File: src/rtl/byte_pack_fifo_if.sv
// byte_pack_fifo_if: packed-word stream from byte_pack_fifo to its sink.
// master = word producer (FIFO head), slave = consumer (bus/DMA writer).
interface byte_pack_fifo_if;
  logic        word_valid;
  logic        word_ready;
  logic [31:0] word_data;
  logic        word_ts;
  logic        word_last;
  logic [1:0]  word_nbytes;

  modport master (
    output word_valid, word_data, word_ts, word_last, word_nbytes,
    input  word_ready
  );

  modport slave (
    input  word_valid, word_data, word_ts, word_last, word_nbytes,
    output word_ready
  );
endinterface

File: src/rtl/byte_pack_fifo.sv
// byte_pack_fifo: packs timeslot bytes into 32-bit words (first byte in [7:0]),
// tags them with timeslot / end-of-window / byte count and buffers them in a
// show-ahead FIFO. Optional statistics counters: define BYTE_PACK_STAT_EN.
module byte_pack_fifo #(
  parameter int FIFO_DEPTH = 16,
  parameter int LVL_W      = 5
) (
  input  logic             clk,
  input  logic             reset_n,
  input  logic             byte_sync,
  input  logic [7:0]       byte_data,
  input  logic             byte_win0,
  input  logic             byte_win1,
  input  logic             ovf_clr,
  byte_pack_fifo_if.master word_if,
  output logic [LVL_W-1:0] fifo_level,
  output logic             ovf_flag,
  output logic [15:0]      word_cnt0,
  output logic [15:0]      word_cnt1,
  output logic [15:0]      drop_cnt
);
  localparam int AW = LVL_W - 1;
  localparam logic [LVL_W-1:0] DEPTH_LVL = LVL_W'(FIFO_DEPTH);

  logic [1:0]  win_cur;
  logic [1:0]  win_q_reg;
  logic [1:0]  close_ts;
  logic [31:0] pack_data_reg, pack_data_next;
  logic [1:0]  pack_cnt_reg, pack_cnt_next;
  logic        pack_ts_reg, pack_ts_next;
  logic        pend_v_reg, pend_v_next;
  logic [31:0] pend_data_reg, pend_data_next;
  logic        byte_acc, byte_ts, has_data, flush;
  logic        push;
  logic [35:0] push_entry;

  assign win_cur  = {byte_win1, byte_win0};
  assign byte_acc = byte_sync & (byte_win0 | byte_win1);
  assign byte_ts  = ~byte_win0;  // ts0 wins when both windows are high
  assign has_data = pend_v_reg | (pack_cnt_reg != 2'd0);

  // A window closes on its falling edge, but only if it owns the held data
  genvar gi;
  generate
    for (gi = 0; gi < 2; gi++) begin : g_close
      assign close_ts[gi] = win_q_reg[gi] & ~win_cur[gi] & (pack_ts_reg == (gi == 1));
    end
  endgenerate

  // A byte from the other timeslot also terminates the held window
  assign flush = (|close_ts) | (byte_acc & (byte_ts != pack_ts_reg) & has_data);

  // Pack / pending next state and the single per-cycle push request
  always_comb begin
    pack_data_next = pack_data_reg;
    pack_cnt_next  = pack_cnt_reg;
    pack_ts_next   = pack_ts_reg;
    pend_v_next    = pend_v_reg;
    pend_data_next = pend_data_reg;
    push           = 1'b0;
    push_entry     = 36'h0;
    if (flush) begin
      if (pend_v_reg) begin
        push       = 1'b1;
        push_entry = {pack_ts_reg, 1'b1, 2'd3, pend_data_reg};
      end else if (pack_cnt_reg != 2'd0) begin
        push       = 1'b1;
        push_entry = {pack_ts_reg, 1'b1, pack_cnt_reg - 2'd1, pack_data_reg};
      end
      pend_v_next    = 1'b0;
      pend_data_next = 32'h0;
      pack_cnt_next  = 2'd0;
      pack_data_next = 32'h0;
    end else if (byte_acc && pend_v_reg) begin
      // More data in the same window: the pending word was not the last one
      push           = 1'b1;
      push_entry     = {pack_ts_reg, 1'b0, 2'd3, pend_data_reg};
      pend_v_next    = 1'b0;
      pend_data_next = 32'h0;
    end
    if (byte_acc) begin
      pack_ts_next = byte_ts;
      if (pack_cnt_next == 2'd3) begin
        pend_v_next    = 1'b1;
        pend_data_next = {byte_data, pack_data_next[23:0]};
        pack_cnt_next  = 2'd0;
        pack_data_next = 32'h0;
      end else begin
        pack_data_next = pack_data_next | ({24'h0, byte_data} << {pack_cnt_next, 3'b000});
        pack_cnt_next  = pack_cnt_next + 2'd1;
      end
    end
  end

  // Pack, pending and window-history registers
  always_ff @(posedge clk or negedge reset_n) begin
    if (!reset_n) begin
      win_q_reg     <= 2'b00;
      pack_data_reg <= 32'h0;
      pack_cnt_reg  <= 2'd0;
      pack_ts_reg   <= 1'b0;
      pend_v_reg    <= 1'b0;
      pend_data_reg <= 32'h0;
    end else begin
      win_q_reg     <= win_cur;
      pack_data_reg <= pack_data_next;
      pack_cnt_reg  <= pack_cnt_next;
      pack_ts_reg   <= pack_ts_next;
      pend_v_reg    <= pend_v_next;
      pend_data_reg <= pend_data_next;
    end
  end

  logic [35:0]      mem [FIFO_DEPTH];
  logic [AW-1:0]    wr_ptr_reg, rd_ptr_reg;
  logic [LVL_W-1:0] level_reg;
  logic [35:0]      head;
  logic             full, pop, push_ok, drop;

  assign full    = (level_reg == DEPTH_LVL);
  assign pop     = word_if.word_valid & word_if.word_ready;
  assign push_ok = push & (~full | pop);
  assign drop    = push & full & ~pop;
  assign head    = mem[rd_ptr_reg];

  // Storage array; contents need no reset since level gates the outputs
  always_ff @(posedge clk) begin
    if (push_ok) mem[wr_ptr_reg] <= push_entry;
  end

  // Pointers, occupancy and sticky overflow flag (drop beats clear)
  always_ff @(posedge clk or negedge reset_n) begin
    if (!reset_n) begin
      wr_ptr_reg <= '0;
      rd_ptr_reg <= '0;
      level_reg  <= '0;
      ovf_flag   <= 1'b0;
    end else begin
      if (push_ok) wr_ptr_reg <= wr_ptr_reg + 1'b1;
      if (pop)     rd_ptr_reg <= rd_ptr_reg + 1'b1;
      case ({push_ok, pop})
        2'b10:   level_reg <= level_reg + 1'b1;
        2'b01:   level_reg <= level_reg - 1'b1;
        default: level_reg <= level_reg;
      endcase
      if (drop)         ovf_flag <= 1'b1;
      else if (ovf_clr) ovf_flag <= 1'b0;
    end
  end

  assign fifo_level          = level_reg;
  assign word_if.word_valid  = (level_reg != '0);
  assign word_if.word_data   = word_if.word_valid ? head[31:0]  : 32'h0;
  assign word_if.word_nbytes = word_if.word_valid ? head[33:32] : 2'd0;
  assign word_if.word_last   = word_if.word_valid & head[34];
  assign word_if.word_ts     = word_if.word_valid & head[35];

`ifdef BYTE_PACK_STAT_EN
  logic [15:0] cnt0_reg, cnt1_reg, drop_reg;

  // Saturating push/drop statistics, cleared only by reset
  always_ff @(posedge clk or negedge reset_n) begin
    if (!reset_n) begin
      cnt0_reg <= 16'h0;
      cnt1_reg <= 16'h0;
      drop_reg <= 16'h0;
    end else begin
      if (push_ok && !push_entry[35] && cnt0_reg != 16'hFFFF) cnt0_reg <= cnt0_reg + 16'd1;
      if (push_ok &&  push_entry[35] && cnt1_reg != 16'hFFFF) cnt1_reg <= cnt1_reg + 16'd1;
      if (drop && drop_reg != 16'hFFFF)                       drop_reg <= drop_reg + 16'd1;
    end
  end

  assign word_cnt0 = cnt0_reg;
  assign word_cnt1 = cnt1_reg;
  assign drop_cnt  = drop_reg;
`else
  assign word_cnt0 = 16'h0;
  assign word_cnt1 = 16'h0;
  assign drop_cnt  = 16'h0;
`endif
endmodule

File: src/flat_wrapper.sv
// flat-port wrapper written by rule: the top's interface ports become plain ports
module byte_pack_fifo_flat 
#(
  parameter int FIFO_DEPTH = 16,
  parameter int LVL_W      = 5
)
  (clk, reset_n, byte_sync, byte_data, byte_win0, byte_win1, ovf_clr, fifo_level, ovf_flag, word_cnt0, word_cnt1, drop_cnt, word_if_word_valid, word_if_word_data, word_if_word_ts, word_if_word_last, word_if_word_nbytes, word_if_word_ready);
  byte_pack_fifo_if word_if_i ();
  input  logic clk;
  input  logic reset_n;
  input  logic byte_sync;
  input  logic [7:0] byte_data;
  input  logic byte_win0;
  input  logic byte_win1;
  input  logic ovf_clr;
  output logic [LVL_W-1:0] fifo_level;
  output logic ovf_flag;
  output logic [15:0] word_cnt0;
  output logic [15:0] word_cnt1;
  output logic [15:0] drop_cnt;
  output wire logic [$bits(word_if_i.word_valid)-1:0] word_if_word_valid;
  output wire logic [$bits(word_if_i.word_data)-1:0] word_if_word_data;
  output wire logic [$bits(word_if_i.word_ts)-1:0] word_if_word_ts;
  output wire logic [$bits(word_if_i.word_last)-1:0] word_if_word_last;
  output wire logic [$bits(word_if_i.word_nbytes)-1:0] word_if_word_nbytes;
  input wire logic [$bits(word_if_i.word_ready)-1:0] word_if_word_ready;
  assign word_if_word_valid = word_if_i.word_valid;
  assign word_if_word_data = word_if_i.word_data;
  assign word_if_word_ts = word_if_i.word_ts;
  assign word_if_word_last = word_if_i.word_last;
  assign word_if_word_nbytes = word_if_i.word_nbytes;
  assign word_if_i.word_ready = word_if_word_ready;
  byte_pack_fifo #(.FIFO_DEPTH(FIFO_DEPTH), .LVL_W(LVL_W)) u_core (.clk(clk), .reset_n(reset_n), .byte_sync(byte_sync), .byte_data(byte_data), .byte_win0(byte_win0), .byte_win1(byte_win1), .ovf_clr(ovf_clr), .word_if(word_if_i), .fifo_level(fifo_level), .ovf_flag(ovf_flag), .word_cnt0(word_cnt0), .word_cnt1(word_cnt1), .drop_cnt(drop_cnt));
endmodule
File: config.mk
export PLATFORM = sky130hd
export DESIGN_NAME = byte_pack_fifo_flat
export DESIGN_NICKNAME = d
export VERILOG_FILES = /design/src/rtl/byte_pack_fifo_if.sv /design/src/rtl/byte_pack_fifo.sv /design/src/flat_wrapper.sv
export SDC_FILE = /design/constraint.sdc
export NUM_CORES = 1
export LEC_CHECK = 0
export CAP_MARGIN = 20
export CORE_MARGIN = 2
export CORE_UTILIZATION = 55
export DETAILED_ROUTE_END_ITERATION = 16
export PLACE_DENSITY = 0.79
export SYNTH_ARGS = -nofsm -noshare
export SYNTH_HDL_FRONTEND = slang
export SYNTH_SLANG_ARGS = --single-unit
export TNS_END_PERCENT = 20
File: constraint.sdc
create_clock -name clk -period 8.8 [get_ports clk]
set_clock_uncertainty 0.15 [all_clocks]
set_input_delay 1.76 -clock clk [delete_from_list [all_inputs] [get_ports clk]]
set_output_delay 1.76 -clock clk [all_outputs]
set_load 0.1 [all_outputs]
### Word-level counts from Yosys, hierarchy flattened

Memory sizes are Yosys's and may differ from the RTL's.
Cells that the tools add are included.

| cells by class | value |
|---|---|
| shifts and indexed selects | 1 |
| bitwise logic cells | 23 |
| equality and inequality tests | 5 |
| reductions and logical operators | 6 |
| add/sub/neg operators | 6 |
| multiplexer cells | 29 |

Operator list:

| operator | number |
|---|---|
| 2-to-1 mux 32 bit | 8 |
| 2-to-1 mux 36 bit | 4 |
| OR 32 bit | 1 |
| << shifter 8 x 5 -> 32 bit | 1 |
| bitwise AND 1 bit | 13 |
| 2-to-1 mux 1 bit | 12 |
| one-hot mux 5 bit (2 select lines) | 1 |
| adder 4 x 1 -> 4 bit, second input constant | 2 |
| 2-to-1 mux 2 bit | 4 |
| nonzero test 2 bit | 3 |
| adder 5 x 1 -> 5 bit, second input constant | 1 |
| equality test 5 bit, second input constant | 1 |
| NOT 1 bit | 5 |
| nonzero test 5 bit | 1 |
| subtractor 5 x 1 -> 5 bit, second input constant | 1 |
| equality test 2 bit, second input constant | 2 |
| OR 1 bit | 4 |
| adder 2 x 1 -> 2 bit, second input constant | 1 |
| equality test 2 x 1 -> 1 bit, second input constant | 1 |
| OR reduction 2 bit | 1 |
| subtractor 2 x 1 -> 2 bit, second input constant | 1 |
| logical AND 1 bit | 1 |
| inequality test 1 bit | 1 |

| storage, ports and cells | value |
|---|---|
| word-level logic and storage cells | 81 |
| input bits | 15 |
| output and inout port bits | 91 |
| memory bits (writable) | 576 |
| bits in registers | 84 |
| memories kept | 1 |

Memories:

| memory | depth | width | read ports | clocked after Yosys merged registers in | wr ports | RTL line | RTL |
|---|---|---|---|---|---|---|---|
| u_core.mem | 16 | 36 | 1 | 0 | 1 | byte_pack_fifo.sv:114 | `logic [35:0] mem [FIFO_DEPTH];` |

### Logic depth before layout (Yosys ltp)

| depth | value |
|---|---|
| depth in word-level cells | 10 |
| mapped depth | 14 |
| mapped depth without buffers | 11 |

### Worst setup path before layout

Ideal clock, no wire load.

| timing | value |
|---|---|
| path type | reg-to-output |
| start | register u_core.level_reg[1], in the netlist u_core.fifo_level[1] |
| end | output word_if_word_data[22] |
| buffers on the path | 1 |
| required time | 6.890 ns |
| arrival time | 3.251 ns |
| cell stages (with the launch flop) | 5 |
| setup slack | 3.639 ns |
| cell sequence | dfrtp_1 > nor4_4 > nand2b_1 > clkbuf_1 > and2_1 |

| between the ends | value |
|---|---|
| cells in the longest elaborated chain, start to end | 2 |

RTL lines:

| item | RTL line | RTL |
|---|---|---|
| start: declaration | byte_pack_fifo.sv:116 | `logic [LVL_W-1:0] level_reg;` |
| start signal: assignment | byte_pack_fifo.sv:142 | `2'b10: level_reg <= level_reg + 1'b1;` |
| start signal: assignment | byte_pack_fifo.sv:143 | `2'b01: level_reg <= level_reg - 1'b1;` |
| start signal: assignment | byte_pack_fifo.sv:144 | `default: level_reg <= level_reg;` |
| nonzero test 5 bit | byte_pack_fifo.sv:152 | `assign word_if.word_valid = (level_reg != '0);` |
| net word_if_word_valid | flat_wrapper.sv:21 | `output wire logic [$bits(word_if_i.word_valid)-1:0] word_if_word_valid;` |
| 2-to-1 mux 32 bit | byte_pack_fifo.sv:153 | `assign word_if.word_data = word_if.word_valid ? head[31:0] : 32'h0;` |
| end: declaration | flat_wrapper.sv:22 | `output wire logic [$bits(word_if_i.word_data)-1:0] word_if_word_data;` |

The timed path passes the listed nets, and every way through them passes these cells.

### Worst setup path in the final report

| timing | value |
|---|---|
| start | register u_core.rd_ptr_reg[0] |
| end | output word_if_word_data[17] |

| between the ends | value |
|---|---|
| cells in the longest elaborated chain, start to end | 2 |

RTL lines:

| item | RTL line | RTL |
|---|---|---|
| start: declaration | byte_pack_fifo.sv:115 | `logic [AW-1:0] wr_ptr_reg, rd_ptr_reg;` |
| start signal: assignment | byte_pack_fifo.sv:140 | `if (pop) rd_ptr_reg <= rd_ptr_reg + 1'b1;` |
| memory (16 x 36 bit) | n/a |  |
| 2-to-1 mux 32 bit | byte_pack_fifo.sv:153 |  |

No other way between the ends.

==> reports/metrics.cfg <==
[outcome]
status=finished clean

[detailed_routing]
drtPass1Iterations=5
drtIter0Drc=1598
wl_per_cell_um=27.76
drc=0
totalWireLength_um=56690
avgViaCountPerCell=6.410
vias=13090
drtAntennaViolNets=0

[critical_path]
path_class=flop to output port
critPathArrivalTime_ns=4.43
start_kind=flop
worstPathRequired_ns=6.89
end_kind=output port
setup.worst_path.start=u_core.rd_ptr_reg[0]
r2r-start=u_core.fifo_level[1]
rrSetupSlack_ns=4.57
crit_end=word_if_word_data[17]
cp_max_fo=40
rr_worst_depth=9
r2r-end=u_core.fifo_level[2]

[clock_network]
cts.sinks=660
htreeDepth=2
clockRootBuffer=clkbuf_16
cts_buffer_depth=3
post-cts-setup-buffer-count=0
cts_inserted_buffers=61
cts_tree=done
clk_latency_ns=0.63
path_clk_slew_ns=0.07
cts_resized=0
hold_buffers=0

[yosys]
ys_ff_latch=660
syn_area_um2=26400
yosysWarnings=0
synthFlopType=edfxtp_1
yosysSeqAreaShare_pct=73.49
async_flop_share_pct=12.73
ys_types=52
syn_inst=1299
synth_edf_count=576
avgSynthCellArea_um2=20.32

[pwr]
power.leakage_uw=0.01001
powerDensity_nw_per_um2=356.4
ir_worst_vdd_v=0.0003859

[floorplan]
rows=80
die_area_um2=49760
initial_core_util_pct=55.52
io_pins=106
die_x_um=223.1
fp.dieH_um=223.1
core-area_um2=47550

[place]
gp_congestion=0.7966
placed_area_um2=27470
port_buffers=57
dp_hpwl_um=28320

[min_path]
min-delay-start=u_core.pend_data_reg[31]
hold_depth=1
hold_path_class=flop to flop

[sta]
rsz0062_at_grt=false
period_share_pct=72.08
slew_viol_final=0
finalSetupViolCount=0
final.setup.tns_ns=0
max_freq_ghz=0.1577
tightest_slew_ns=1.152
fin_crit_ns=6.343
maxSlewHeadroom_pct=23.11
hold_viol_final=0

[cells_and_area]
nets=1399
largest_reg_flops=576
syn2layout_area_growth_pct=11.89
drive_above_1_share_pct=23.28
num-fill-cells=3132
final_cell_area_um2=29530

[global_route]
first_global_vias=13430
antenna_found_initial=0
grt_pass1_wl_um=84990
grt_max_degree=85
grt_usage_pct=23.42
grt_overflow=0

[run]
maxCapViolations=0

worst min-delay path by stage:
| stage | end | slack, ns |
|---|---|---|
| final | u_core.pend_data_reg[31] | 0.36 |
| after global routing | u_core.pend_data_reg[31] | 0.39 |
| after CTS | u_core.pend_data_reg[31] | 0.36 |
| after detailed placement | u_core.pend_data_reg[26] | 0.34 |
| after global placement | u_core.pend_data_reg[30] | 0.34 |
| after floorplan | u_core.pend_data_reg[31] | 0.32 |
Yosys cell counts (2+ instances only):
cell type / n / area (um2)
a211oi_1: 3 / 22.52
a21o_1: 2 / 15.01
a21oi_1: 8 / 40.04
a221oi_1: 2 / 17.52
a22o_1: 40 / 350.3
a22oi_1: 56 / 420.4
and2_1: 54 / 337.8
buf_1: 10 / 37.54
buf_2: 14 / 70.07
buf_4: 63 / 473.0
buf_6: 2 / 22.52
clkbuf_1: 30 / 112.6
dfrtp_1: 84 / 2102
edfxtp_1: 576 / 17300
ha_1: 9 / 112.6
inv_1: 7 / 26.28
mux2i_1: 3 / 30.03
mux4_2: 180 / 4054
nand2_1: 15 / 56.30
nand2b_1: 6 / 37.54
nand3_1: 2 / 10.01
nand4_1: 3 / 18.77
nor2_1: 67 / 251.5
nor2b_1: 3 / 18.77
nor3_1: 7 / 35.03
nor3b_1: 2 / 15.01
o21a_1: 3 / 22.52
o21ai_0: 11 / 55.05
o21bai_1: 3 / 22.52
o31ai_1: 2 / 15.01
or3_1: 3 / 18.77
xnor2_1: 8 / 70.07
xor2_1: 2 / 17.52
metal layers:
layer | vias up | wire [um] | GRT usage (%)
met5 | - | 0 | 0
met4 | 0 | 1345 | 6.408
met3 | 96 | 5106 | 4.820
met2 | 681 | 28000 | 37.15
met1 | 6934 | 22230 | 33.76
li1 | 5379 | - | -
through the flow:
stage	setup WS (ns)	power, uW	std cells	hold slack [ns]	utilization, %
floorplan	3.639	7094	1346	0.3162	-
global placement	3.039	7905	1924	0.3364	57.78
detailed placement	3.030	7950	1924	0.3400	57.78
CTS	2.336	10600	2039	0.3592	62.04
global route	2.188	10890	2041	0.3858	62.11
finish	2.457	10530	2042	0.3603	62.12
where the power goes:
part | leakage [uW] | internal, uW | switching [uW]
sequential | 0.00649 | 3670 | 290
clock | 0.000996 | 1530 | 1120
combinational | 0.00253 | 1400 | 2510
layout by cell type (no fill, tap or decap), types with 8 or more instances in the layout:
| master | netlist | layout |
|---|---|---|
| clkinv_2 | 0 | 12 |
| nor2_1 | 67 | 66 |
| and2_2 | 0 | 16 |
| clkbuf_16 | 0 | 64 |
| a22oi_1 | 56 | 56 |
| dfrtp_1 | 84 | 80 |
| mux4_2 | 180 | 180 |
| clkdlybuf4s50_1 | 0 | 56 |
| a22o_1 | 40 | 40 |
| buf_4 | 63 | 26 |
| ha_1 | 9 | 9 |
| and2_1 | 54 | 38 |
| clkbuf_1 | 30 | 14 |
| a21oi_1 | 8 | 8 |
| conb_1 | 1 | 48 |
| o21ai_0 | 11 | 11 |
| clkinv_1 | 0 | 11 |
| nand2_1 | 15 | 15 |
| edfxtp_1 | 576 | 576 |
| xnor2_1 | 8 | 8 |
layout make-up:
| class | count | area (um2) | share of cell area (%) |
|---|---|---|---|
| clock buffer | 82 | 1709 | 5.787 |
| timing repair buffer | 85 | 823.3 | 2.788 |
| multi-input combinational | 559 | 6476 | 21.93 |
| antenna | 1 | 2.502 | 0.008473 |
| clock inverter | 33 | 315.3 | 1.068 |
| tap | 615 | 769.5 | 2.605 |
| sequential | 660 | 19410 | 65.73 |
| inverter | 7 | 26.28 | 0.08897 |
worst max-delay path, cell delays in order, from the launching register on:
cell and delay [ns]:
dfrtp_4 0.79, buf_4 0.72, mux4_2 0.62, mux4_2 0.47, and2_1 0.17, clkdlybuf4s50_1 0.97
kinds of logic (layout without fill, tap and decap cells):
| logic type | after synthesis | in the layout | synth area share (%) |
|---|---|---|---|
| mux | 184 | 184 | 15.51 |
| simple gates | 169 | 169 | 3.304 |
| other cells | 1 | 49 | 0.01421 |
| flops | 660 | 660 | 73.49 |
| buf+inv | 127 | 207 | 2.830 |
| compound gates | 138 | 138 | 4.010 |
| xor+xnor | 10 | 10 | 0.3318 |
| fa+ha+maj | 10 | 10 | 0.5025 |
(Power assumes the default switching activity.)
==> RTL edit: new RTL, same settings <==
`FIFO_DEPTH` is set to 16 in 2 places; all go to 32.
--- a/src/rtl/byte_pack_fifo.sv
+++ b/src/rtl/byte_pack_fifo.sv
@@ -2,7 +2,7 @@
 // tags them with timeslot / end-of-window / byte count and buffers them in a
 // show-ahead FIFO. Optional statistics counters: define BYTE_PACK_STAT_EN.
 module byte_pack_fifo #(
-  parameter int FIFO_DEPTH = 16,
+  parameter int FIFO_DEPTH = 32,
   parameter int LVL_W      = 5
 ) (
   input  logic             clk,
--- a/src/flat_wrapper.sv
+++ b/src/flat_wrapper.sv
@@ -1,7 +1,7 @@
 // flat-port wrapper written by rule: the top's interface ports become plain ports
 module byte_pack_fifo_flat 
 #(
-  parameter int FIFO_DEPTH = 16,
+  parameter int FIFO_DEPTH = 32,
   parameter int LVL_W      = 5
 )
   (clk, reset_n, byte_sync, byte_data, byte_win0, byte_win1, ovf_clr, fifo_level, ovf_flag, word_cnt0, word_cnt1, drop_cnt, word_if_word_valid, word_if_word_data, word_if_word_ts, word_if_word_last, word_if_word_nbytes, word_if_word_ready);
Formal check against the unedited RTL: not equivalent (Yosys sat finds a counterexample within 4 cycles, from zero or initial values and one cycle with reset_n low).
==> RTL edit against the unedited design <==
Final cell count shrank 1.6%; critical endpoint is now word_if_word_data[8]; routed wire length grew 2.7%; synthesized area shrank 0.82%; power grew 2.5%; final area grew 0.31%; sequential cell count is the same; setup slack lost 0.18 ns.
==> RTL edit: results (changes against the unedited design) <==
[synth]
synth_cell_types = 49  ; was 52
ys_warn_count = 0  ; unchanged
synthTopCellsByCount = edfxtp_1, mux4_2, dfrtp_1, nor2_1, a22oi_1  ; was edfxtp_1, mux4_2, dfrtp_1, nor2_1, buf_4
synth-compound-area-share_pct = 3.64  ; was 4.01%
synthMuxAreaShare_pct = 15.6  ; was 15.5%
avgSynthCellArea_um2 = 20.6  ; was 20.3 um^2
synth_area_leaders = edfxtp_1, mux4_2, dfrtp_1  ; unchanged
synthAdderAreaFrac_pct = 0.478  ; was 0.502%
yosysSeqAreaShare_pct = 74.1  ; was 73.5%
synth-xor-area-share_pct = 0.468  ; was 0.332%

[placement]
place_ws_ns = 2.83  ; was 3.03 ns
io_buffer_count = 57  ; unchanged
dp.final_hpwl_um = 29200  ; was 28300 um
dpl.cell_count = 1884  ; was 1924

[clock_tree]
cts_setup_buffers = 0  ; unchanged
cts_inserted_buffers = 66  ; was 61
clk_latency_ns = 0.59  ; was 0.63 ns
htreeDepth = 3  ; was 2

[grt]
grt_antenna_before_repair = 6  ; was 0
grt_use_total_pct = 24.1  ; was 23.4%
grt_pass1_wl_um = 86000  ; was 85000 um
grt_pass1_vias = 13200  ; was 13400
grt_max_degree = 85  ; unchanged

[worst_setup_path]
crit_arrival_ns = 4.61  ; was 4.43 ns
worst-path-max-fanout = 44  ; was 40

[outcome]
outcome = complete, no violations  ; unchanged

[route]
via_per_inst = 6.46  ; was 6.41
detail_route.wl_per_cell_um = 29.0  ; was 27.8 um

[timing]
relSlewSlack_pct = 30.3  ; was 23.1%

[pwr]
p_leak_uw = 0.00992  ; was 0.0100 uW
irDropWorstVdd_mv = 0.357  ; was 0.386 mV

[cells_and_area]
layout-drive-gt1-share_pct = 24.4  ; was 23.3%
final_nets = 1374  ; was 1399

-- RTL edit: changes by cell type after synthesis, moves of 4 or more --
cell,unedited run,this run
nand2b_1,6,2
clkbuf_1,30,44
o21ai_0,11,4
a21oi_1,8,4
and2_1,54,40
buf_4,63,52
nor2_1,67,76
buf_1,10,4
buf_2,14,20
nand2_1,15,11
-- RTL edit: cells by family after synthesis --
| family | after synthesis |
|---|---|
| other cells | 1 |
| fa+ha+maj | 10 |
| flops | 660 |
| mux | 182 |
| buf+inv | 130 |
| simple gates | 151 |
| xor+xnor | 14 |
| compound gates | 121 |
-- RTL edit: area by class of cell --
cell class	count	area (um^2)
sequential	660	19400
fill	3054	17100
multi-input combinational	526	6370
tap	607	759
inverter	9	33.8
clock inverter	28	293
timing repair buffer	86	858
clock buffer	91	1890
antenna	3	7.51
-- RTL edit: path summary, 6_finish.rpt --
check	from	endpoint	slack, ns	depth (start not counted)
worst min register to register	u_core.fifo_level[4]$_DFFE_PN0P_	u_core.fifo_level[4]$_DFFE_PN0P_	0.35	1
max in group asynchronous	reset_n	u_core.pack_data_reg[25]$_DFF_PN0_	6.98	2
min in group asynchronous	reset_n	u_core.fifo_level[1]$_DFFE_PN0P_	0.89	1
worst max register to register	u_core.fifo_level[1]$_DFFE_PN0P_	u_core.fifo_level[4]$_DFFE_PN0P_	4.52	11
worst max-delay path	u_core.rd_ptr_reg[0]$_DFFE_PN0P_	word_if_word_data[8]	2.28	5
worst min-delay path	u_core.fifo_level[4]$_DFFE_PN0P_	u_core.fifo_level[4]$_DFFE_PN0P_	0.35	1
-- RTL edit: critical path: stages (launching register included) --
cell and delay (ns):
dfrtp_4 1.04, buf_4 0.68, mux4_2 0.62, mux4_2 0.52, and2_1 0.18, clkdlybuf4s50_1 0.96
-- RTL edit: routing by layer --
metal / global-route usage (%) / routed length, um / vias up
li1: - / - / 5263
met1: 33.4 / 22200 / 6900
met2: 38.3 / 29000 / 701
met3: 5.16 / 5360 / 115
met4: 8.72 / 1650 / 4
met5: 0 / 29 / -
-- RTL edit: report_power, final --
group / switching, uW / internal (uW) / total (uW) / leakage, uW
combinational: 2590 / 1420 / 4010 / 0.00248
clock: 1140 / 1680 / 2820 / 0.00107
sequential: 301 / 3660 / 3960 / 0.00638
total: 4030 / 6760 / 10800 / 0.00992
-- RTL edit: per-stage QoR --
step	power [uW]	utilization, %
after floorplan	7100	-
after global placement	7960	58.5
after detailed placement	8030	58.6
after CTS	10900	63.2
after global routing	11100	63.3
final	10800	63.4
